**src/rtl/kbd_event_fifo.sv**
```systemverilog
// Keyboard press-event queue: per-key pending latches feed a show-ahead FIFO of
// 2-bit key codes, one event per cycle, lowest key index first.
module kbd_event_fifo #(
  parameter int DEPTH = 8
) (
  input  logic                     clk,
  input  logic                     rstn,
  input  logic [3:0]               key_pulse,
  output logic                     evt_valid,
  output logic [1:0]               evt_code,
  input  logic                     evt_ready,
  output logic [$clog2(DEPTH):0]   count,
  output logic                     drop
);

  localparam int             AW       = $clog2(DEPTH);
  localparam logic [AW:0]    CNT_FULL = (AW+1)'(DEPTH);

  logic [3:0]            r_pending;
  logic [AW-1:0]         r_wptr;
  logic [AW-1:0]         r_rptr;
  logic [AW:0]           r_count;
  logic [DEPTH-1:0][1:0] r_mem;

  logic [3:0] w_grant;
  logic [1:0] w_widx;
  logic       w_pop;
  logic       w_wr;
  logic       w_full;

  assign w_full = (r_count == CNT_FULL);
  assign w_pop  = (r_count != '0) && evt_ready;
  // A full queue still accepts a write when the head leaves in the same cycle.
  assign w_wr   = (r_pending != 4'b0) && (!w_full || w_pop);

  always_comb begin
    w_widx  = 2'd0;
    w_grant = 4'b0;
    for (int i = 3; i >= 0; i--) begin
      if (r_pending[i]) w_widx = 2'(i);
    end
    if (w_wr) w_grant[w_widx] = 1'b1;
  end

  // A press is lost only when it lands on a pending bit that is not leaving now.
  assign drop      = |(key_pulse & r_pending & ~w_grant);
  assign evt_valid = (r_count != '0);
  assign evt_code  = r_mem[r_rptr];
  assign count     = r_count;

  always_ff @(posedge clk or negedge rstn) begin
    if (!rstn) begin
      r_pending <= 4'b0;
      r_wptr    <= '0;
      r_rptr    <= '0;
      r_count   <= '0;
      r_mem     <= '0;
    end else begin
      r_pending <= (r_pending & ~w_grant) | key_pulse;
      if (w_wr) begin
        r_mem[r_wptr] <= w_widx;
        r_wptr        <= r_wptr + 1'b1;
      end
      if (w_pop) r_rptr <= r_rptr + 1'b1;
      case ({w_wr, w_pop})
        2'b10:   r_count <= r_count + 1'b1;
        2'b01:   r_count <= r_count - 1'b1;
        default: r_count <= r_count;
      endcase
    end
  end

endmodule

```
**config.mk**
```make
export PLATFORM = sky130hd
export DESIGN_NAME = kbd_event_fifo
export DESIGN_NICKNAME = d
export VERILOG_FILES = /design/src/rtl/kbd_event_fifo.sv
export SDC_FILE = /design/constraint.sdc
export NUM_CORES = 1
export LEC_CHECK = 0
export BUFFER_PORTS_ARGS = -buffer_cell sky130_fd_sc_hd__buf_2
export CAP_MARGIN = 10
export CORE_MARGIN = 2
export CORE_UTILIZATION = 53
export DETAILED_ROUTE_END_ITERATION = 7
export PLACE_DENSITY_LB_ADDON = 0.2
export SETUP_SLACK_MARGIN = 0.4
export SLEW_MARGIN = 20
export SYNTH_ARGS = -nofsm -noshare
export SYNTH_HDL_FRONTEND = slang
export SYNTH_SLANG_ARGS = --single-unit
```
**constraint.sdc**
```tcl
create_clock -name clk -period 2.6 [get_ports clk]
set_input_delay 0.13 -clock clk [delete_from_list [all_inputs] [get_ports clk]]
set_output_delay 0.13 -clock clk [all_outputs]
set_load 0.02 [all_outputs]
```
After elaboration in Yosys (flattened, before gate mapping)
Cells that the tools add are included.

word-level totals
  register bits after elaboration = 30
  output and inout port bits = 8
  input port bits = 7
  word-level logic and storage cells = 52

operators by class
  reductions and logical operators = 10
  eq/ne operators = 3
  bitwise gates (word level) = 5
  mux-type cells = 13
  add/subtract/negate cells = 4
  order comparisons = 5

operators by type and width
  cell                                                         count
  bitwise mux 16 bit                                           1
  bitwise AND 4 bit                                            3
  2-to-1 mux 2 bit                                             6
  less-than comparator 3 x 4 -> 1 bit (second input constant)  2
  one-hot mux 4 bit (2 select lines)                           1
  nonzero test 4 bit                                           2
  adder 3 x 1 -> 3 bit (second input constant)                 2
  binary-select mux 2 bit (select 3 bit)                       1
  demux 2 bit (select 3 bit)                                   1
  adder 4 x 1 -> 4 bit (second input constant)                 1
  == test 4 bit (second input constant)                        1
  logical AND 1 bit                                            4
  2-to-1 mux 4 bit                                             1
  NOT 4 bit                                                    1
  OR 4 bit                                                     1
  OR reduction 4 bit                                           1
  subtractor 4 x 1 -> 4 bit (second input constant)            1
  >= comparator 3 x 1 -> 1 bit (second input constant)         1
  less-than comparator 2 x 3 -> 1 bit (second input constant)  1
  demux 1 bit (select 2 bit)                                   1
  == test 2 x 1 -> 1 bit (second input constant)               1
  == test 2 bit (second input constant)                        1
  >= comparator 2 x 1 -> 1 bit (second input constant)         1
  nonzero test 2 bit                                           1
  3 further kinds                                              3

Depth between registers and ports, before layout
Gate-level depths: netlist of run 1.

  word-level depth = 12
  mapped depth = 9

Worst setup path after synthesis of run 1
Ideal clock, no wire load.

  kind = flip-flop to flip-flop
  from = register r_count[0] (netlist: count[0])
  to = register r_count[3] (netlist: count[3])
  stages on the path, launching flop included = 10
  library setup time = 0.134 ns
  arrival = 2.707 ns
  path buffers = 1
  slack = -0.240 ns
  cells stage by stage = dfrtp_1 or3_1 buf_2 o21ai_2 inv_1 ha_1 ha_1 or4b_2 o311ai_0 o211ai_1

between the ends
  longest elaborated chain between the ends = 6

RTL lines
  item                                                                             line  source
  start: declaration                                                               22    logic [AW:0] r_count;
  start signal: assignment                                                         66    2'b10: r_count <= r_count + 1'b1;
  start signal: assignment                                                         67    2'b01: r_count <= r_count - 1'b1;
  start signal: assignment                                                         68    default: r_count <= r_count;
  nonzero test 4 bit *                                                             32    assign w_pop = (r_count != '0) && evt_ready;
  logical AND 1 bit *                                                              32
  via w_pop                                                                        27    logic w_pop;
  logical OR 1 bit                                                                 34    assign w_wr = (r_pending != 4'b0) && (!w_full || w_pop);
  logical AND 1 bit                                                                34
  == test 2 x 1 -> 1 bit / == test 2 bit (equally long branches)                   65    case ({w_wr, w_pop})
  one-hot mux 4 bit (2 select lines) / nonzero test 2 bit (equally long branches)  -

The timed path passes the listed nets; every way through them passes the cells marked *.
A chain may end at the register's enable or synchronous reset.

Worst setup path after layout of run 1
Same ends and word-level chain as after synthesis.

==> impl_metrics.csv, run 1 <==
group,metric,value,unit
logic_synthesis,avgSynthCellArea,12.3,um2
clock_tree,clkTransAtPathRegs,0.10,ns
global_routing,grt_overflow,0,
detailed_routing,first_pass_iters,4,
timing,relSlewSlack,0.538,
timing,finalClockSkew,0.00517,ns
logic_synthesis,async_flop_share,1.00,
timing,period_needed,2.29,ns
critical_path,crit_type,"reg -> reg",
power_and_ir_drop,p_total,2.33,mW
logic_synthesis,synth.yosys.warnings,0,
logic_synthesis,synth_cell_types,45,
status,status,"finished clean",
detailed_routing,wirelength,3680,um
critical_path,cp-start-kind,"flop",
critical_path,critPathArrivalTime,2.55,ns
detailed_routing,drtIter0Drc,76,
clock_tree,numClockSinks,30,
die,rows,20,
cells_and_area,multi_input_comb_area,982,um2
clock_tree,clockRootBuffer,"clkbuf_4",
logic_synthesis,synth_top_area_cell,"dfrtp_1",
clock_tree,cts_tree,"built",
cells_and_area,n_antenna_cell,0,
timing,timing.fmax,0.437,GHz
critical_path,crit_path_end_kind,"flop",
power_and_ir_drop,switching_share,0.396,
logic_synthesis,ys_seq_area_frac,0.431,
cells_and_area,syn_to_final_growth,19.8,%
detailed_routing,vias,1255,
logic_synthesis,yosysMostFrequentCell,"dfrtp_1",
global_routing,grt_pass1_wl,6070,um
clock_tree,htreeDepth,2,
logic_synthesis,synth_area_leaders,"dfrtp_1, mux2_2, mux2_1",
global_routing,grt_pass1_vias,1228,
power_and_ir_drop,clkPwrFrac,0.129,
detailed_routing,antenna_left,0,
cells_and_area,fin_util,0.678,
global_routing,grtUsageTotal,0.229,
flow_run,max_cap_viol_count,0,
cells_and_area,fin_nets,183,
timing,fin_hold_ws,0.0221,ns
logic_synthesis,synth_edf_count,0,
power_and_ir_drop,switchingPower,923,uW
timing,final-max-slew-violation-count,0,
timing,fin_tns_setup,0,ns
timing,rsz0062_at_grt,"true",
logic_synthesis,synth_cells,142,
clock_tree,clockBufferDepth,2,
logic_synthesis,synth_seq_cells,30,
cells_and_area,drive_gt1_frac,0.439,
die,ios,15,
cells_and_area,fill_cells,247,
placement,portBuffers,14,
global_routing,grt_max_degree,31,
power_and_ir_drop,comb_power_share,0.501,
power_and_ir_drop,intPower,1.41,mW
logic_synthesis,synth_top_area_frac,0.431,
timing,setup_viol,0,
timing,tightest_slew,0.693,ns
clock_tree,cts_inserted_buffers,5,
die,initial_core_util,0.566,
power_and_ir_drop,pwr-share-seq,0.370,
detailed_routing,via_per_inst,5.84,
logic_synthesis,syn_nets,155,
die,core,3080,um2
detailed_routing,drc,0,
logic_synthesis,ys.flop_type,"dfrtp_1",
timing,hold_viol_final,0,
global_routing,antenna_found_initial,0,
die,die_h,61.3,um
placement,dp_hpwl,2480,um
logic_synthesis,synthTopCellsByCount,"dfrtp_1, mux2_2, mux2_1, inv_1, nor3b_1",
timing,min_period_over_period,0.880,
critical_path,critPathMaxFanout,4,
power_and_ir_drop,vdd_ir_drop_max,749,uV
power_and_ir_drop,p_leak,0.879,nW
power_and_ir_drop,p_per_area,1120,nW/um2
cells_and_area,regArea,757,um2
die,design.die.area,3760,um2
logic_synthesis,synthesis.area,1740,um2
detailed_routing,wl_per_cell,17.1,um
clock_tree,insertion_delay,0.34,ns
min_path,hp-class,"in -> reg",
placement,gp_congestion,0.819,
die,die_x,61.3,um
critical_path,critPathRequiredTime,2.86,ns
==> per-stage QoR <==
| step | setup WS, ns | instances | area [um2] |
|---|---|---|---|
| finish | 0.312 | 215 | 2090 |
| global route | 0.249 | 215 | 2090 |
| CTS | 0.346 | 213 | 2050 |
| detailed placement | 0.106 | 198 | 1910 |
| global placement | 0.183 | 198 | 1910 |
| floorplan | 0.0913 | 142 | 1790 |
==> power by group through the flow <==
stage | combinational [mW] | sequential, mW | clock, mW
floorplan | 0.811 | 0.833 | 0
global placement | 0.997 | 0.877 | 0
detailed placement | 1.03 | 0.893 | 0
CTS | 1.10 | 0.859 | 0.316
global route | 1.27 | 0.894 | 0.326
finish | 1.17 | 0.862 | 0.300
==> kinds of logic after synthesis <==
family                   after synthesis  share of synthesized area
buffers and inverters                 15                     0.0388
AO/OA/AOI/OAI                         30                      0.144
AND/OR/NAND/NOR                       29                      0.115
flip-flops                            30                      0.431
multiplexers                          26                      0.193
XOR/XNOR                               6                     0.0302
adder cells (fa/ha/maj)                6                     0.0474
==> routing by layer <==
metal  vias up  GRT usage  wire (um)
met1       628      0.312       1630
met4         0     0.0932         59
met2        29      0.350       1800
met3         6     0.0588        185
li1        592          -          -
met5         -          0          0
==> final timing paths <==
path | startpoint | to | slack [ns] | depth (start not counted)
min in group asynchronous | rstn | r_pending[3] | 0.36 | 2
worst min-delay path | key_pulse[1] | r_pending[1] | 0.02 | 2
max in group asynchronous | rstn | count[2] | 1.75 | 2
worst max-delay path | count[0] | count[3] | 0.31 | 8
worst max register to register | count[0] | count[3] | 0.31 | 8
worst min register to register | r_mem[8] | r_mem[8] | 0.50 | 1
==> sequential cells by signal, indices dropped and copies added (netlist names) <==
register,flops
r_pending,4
r_mem,16
count,4
r_rptr,3
r_wptr,3
==> layout make-up <==
cell class,count,share of cell area
multi-input cells,97,0.471
flip-flops and latches,30,0.363
repair buffers,29,0.0971
well taps,44,0.0264
clock buffers,6,0.0246
inverters,7,0.0126
clock inverters,2,0.00600
==> layout by cell type, fill, tap and decap left out, types with 4 or more instances in the layout <==
| cell type | n |
|---|---|
| mux2_1 | 8 |
| nand3_1 | 5 |
| inv_1 | 6 |
| mux2_2 | 13 |
| nor3b_1 | 6 |
| dfrtp_1 | 25 |
| mux4_2 | 4 |
| buf_2 | 14 |
| clkbuf_4 | 5 |
| dfrtp_2 | 5 |
| buf_4 | 11 |
| o211ai_2 | 4 |
==> worst max-delay path: stages (launching register included) <==
cell,delay [ns]
dfrtp_2,0.42
or3_4,0.41
o21ai_4,0.15
inv_2,0.06
ha_4,0.17
ha_1,0.32
a21oi_2,0.16
mux2_2,0.36
o211ai_1,0.18
==> timing repair <==
action,in CTS,in global routing
hold buffers,3,0
pin swaps,5,0
resized for setup,2,5
setup buffers,4,2
endpoints found under the setup margin,1,2
hold endpoints to repair,32,0
No activity file was read; power rests on OpenSTA's default activity.
==> inputs of run 2 (changes only) <==
- BUFFER_PORTS_ARGS: -buffer_cell sky130_fd_sc_hd__buf_2 -> -buffer_cell sky130_fd_sc_hd__buf_4
==> impl_metrics.csv, run 2 (synthesized netlist as in run 1, its figures left out) <==
group,metric,value,unit
status,status,"finished clean",
detailed_routing,via_per_inst,5.86,
power_and_ir_drop,p_per_area,1150,nW/um2
global_routing,grt_max_degree,31,
die,initial_core_util,0.566,
timing,setup_ws,0.340,ns
timing,min_period_over_period,0.869,
critical_path,crit_type,"reg -> reg",
placement,pre_cts_ws,0.105,ns
global_routing,grtUsageTotal,0.226,
die,die_h,61.3,um
cells_and_area,drive_gt1_frac,0.441,
timing,fin_tns_setup,0,ns
flow_run,max_cap_viol_count,0,
timing,hold_viol_final,0,
timing,relSlewSlack,0.591,
clock_tree,htreeDepth,2,
detailed_routing,antenna_left,0,
die,ios,15,
critical_path,critPathMaxFanout,5,
placement,portBuffers,14,
cells_and_area,fin_nets,183,
clock_tree,cts_inserted_buffers,5,
critical_path,critPathRequiredTime,2.81,ns
placement,dp_cells,198,
detailed_routing,drc,0,
timing,timing.fmax,0.442,GHz
timing,finalClockSkew,0.00634,ns
cells_and_area,largest_reg_flops,16,
cells_and_area,final_cell_mix,"dfrtp_1, buf_4, mux2_2",
global_routing,antenna_found_initial,0,
timing,tightest_slew,0.613,ns
clock_tree,numClockSinks,30,
timing,final-max-slew-violation-count,0,
power_and_ir_drop,p_leak,0.894,nW
placement,dp_hpwl,2480,um
die,rows,20,
global_routing,grt_overflow,0,
critical_path,cp-start-kind,"flop",
power_and_ir_drop,vdd_ir_drop_max,770,uV
timing,setup_viol,0,
detailed_routing,wirelength,3560,um
placement,gp_congestion,0.854,
cells_and_area,n_antenna_cell,0,
clock_tree,insertion_delay,0.33,ns
clock_tree,clkTransAtPathRegs,0.09,ns
die,core,3080,um2
cells_and_area,final_cells,214,
global_routing,grt_pass1_vias,1231,
timing,period_needed,2.26,ns
cells_and_area,syn_to_final_growth,22.2,%
critical_path,crit_path_end_kind,"flop",
clock_tree,clockRootBuffer,"clkbuf_4",
min_path,hp-class,"in -> reg",
detailed_routing,first_pass_iters,5,
clock_tree,cts_tree,"built",
cells_and_area,top_register,"r_mem",
detailed_routing,vias,1255,
clock_tree,clockBufferDepth,2,
critical_path,critPathArrivalTime,2.47,ns
cells_and_area,fill_cells,233,
global_routing,grt_pass1_wl,6000,um
detailed_routing,wl_per_cell,16.6,um
die,design.die.area,3760,um2
die,die_x,61.3,um
detailed_routing,drtIter0Drc,96,
timing,rsz0062_at_grt,"true",
==> run 2: cell count changes in the layout (fill, tap and decap cells not counted), sizes merged <==
cell	change
bufinv	+1
clkinv	-1
clkinvlp	-1
==> run 2: cell type report <==
cell class              count  area [um2]  area share
well taps                  44        55.1      0.0259
inverters                   7        26.3      0.0123
clock inverters             1        30.0      0.0141
repair buffers             29         225       0.106
flip-flops and latches     30         756       0.355
clock buffers               6        51.3      0.0241
multi-input cells          97         985       0.463
==> run 2: where the power goes <==
part	internal, mW	leakage, nW	switching, mW
clock network	0.224	0.0443	0.156
logic	0.644	0.488	0.564
registers	0.664	0.362	0.202
==> run 2: worst paths after layout <==
| check | startpoint | to | slack (ns) | depth (start not counted) |
|---|---|---|---|---|
| min | key_pulse[1] | r_pending[1] | 0.02 | 2 |
| max | count[0] | count[3] | 0.34 | 8 |
| max reg2reg | count[0] | count[3] | 0.34 | 8 |
| min reg2reg | r_mem[8] | r_mem[8] | 0.50 | 1 |
| max in group asynchronous | rstn | count[0] | 2.03 | 2 |
| min in group asynchronous | rstn | r_pending[1] | 0.26 | 2 |
==> run 2: routing by layer <==
metal | part of all wire | routed length (um) | global-route usage | vias to the layer above
li1 | - | - | - | 589
met1 | 0.46 | 1630 | 0.310 | 625
met2 | 0.48 | 1720 | 0.347 | 35
met3 | 0.045 | 159 | 0.0651 | 6
met4 | 0.014 | 51 | 0.0714 | 0
met5 | 0 | 0 | 0 | -
==> run 2: worst max-delay path: stages, from the launching register on <==
cell and delay, ns:
dfrtp_2 0.41, or3_4 0.40, o21ai_4 0.14, inv_2 0.05, ha_4 0.17, ha_4 0.23
or4b_4 0.52, o311ai_2 0.10, o211ai_1 0.11
==> run 2: per-stage QoR <==
stage / area [um2] / util / total power, mW / hold WS [ns]
2_1_floorplan: 1790 / - / 1.64 / -0.166
3_3_place_gp: 1950 / 0.632 / 1.92 / 0.0767
3_5_place_dp: 1950 / 0.632 / 1.97 / 0.0815
4_1_cts: 2110 / 0.687 / 2.44 / 0.00775
5_1_grt: 2130 / 0.691 / 2.63 / 0.00133
6_report: 2130 / 0.691 / 2.45 / 0.0170
==> run 2: repair_timing <==
item / in CTS / in global routing
endpoints found under the setup margin: 1 / 2
gates resized for setup: 4 / 4
pin swaps: 4 / 1
setup buffers: 6 / 0
hold buffers: 2 / 1
hold endpoints to repair: 31 / 1
gates cloned: 0 / 0
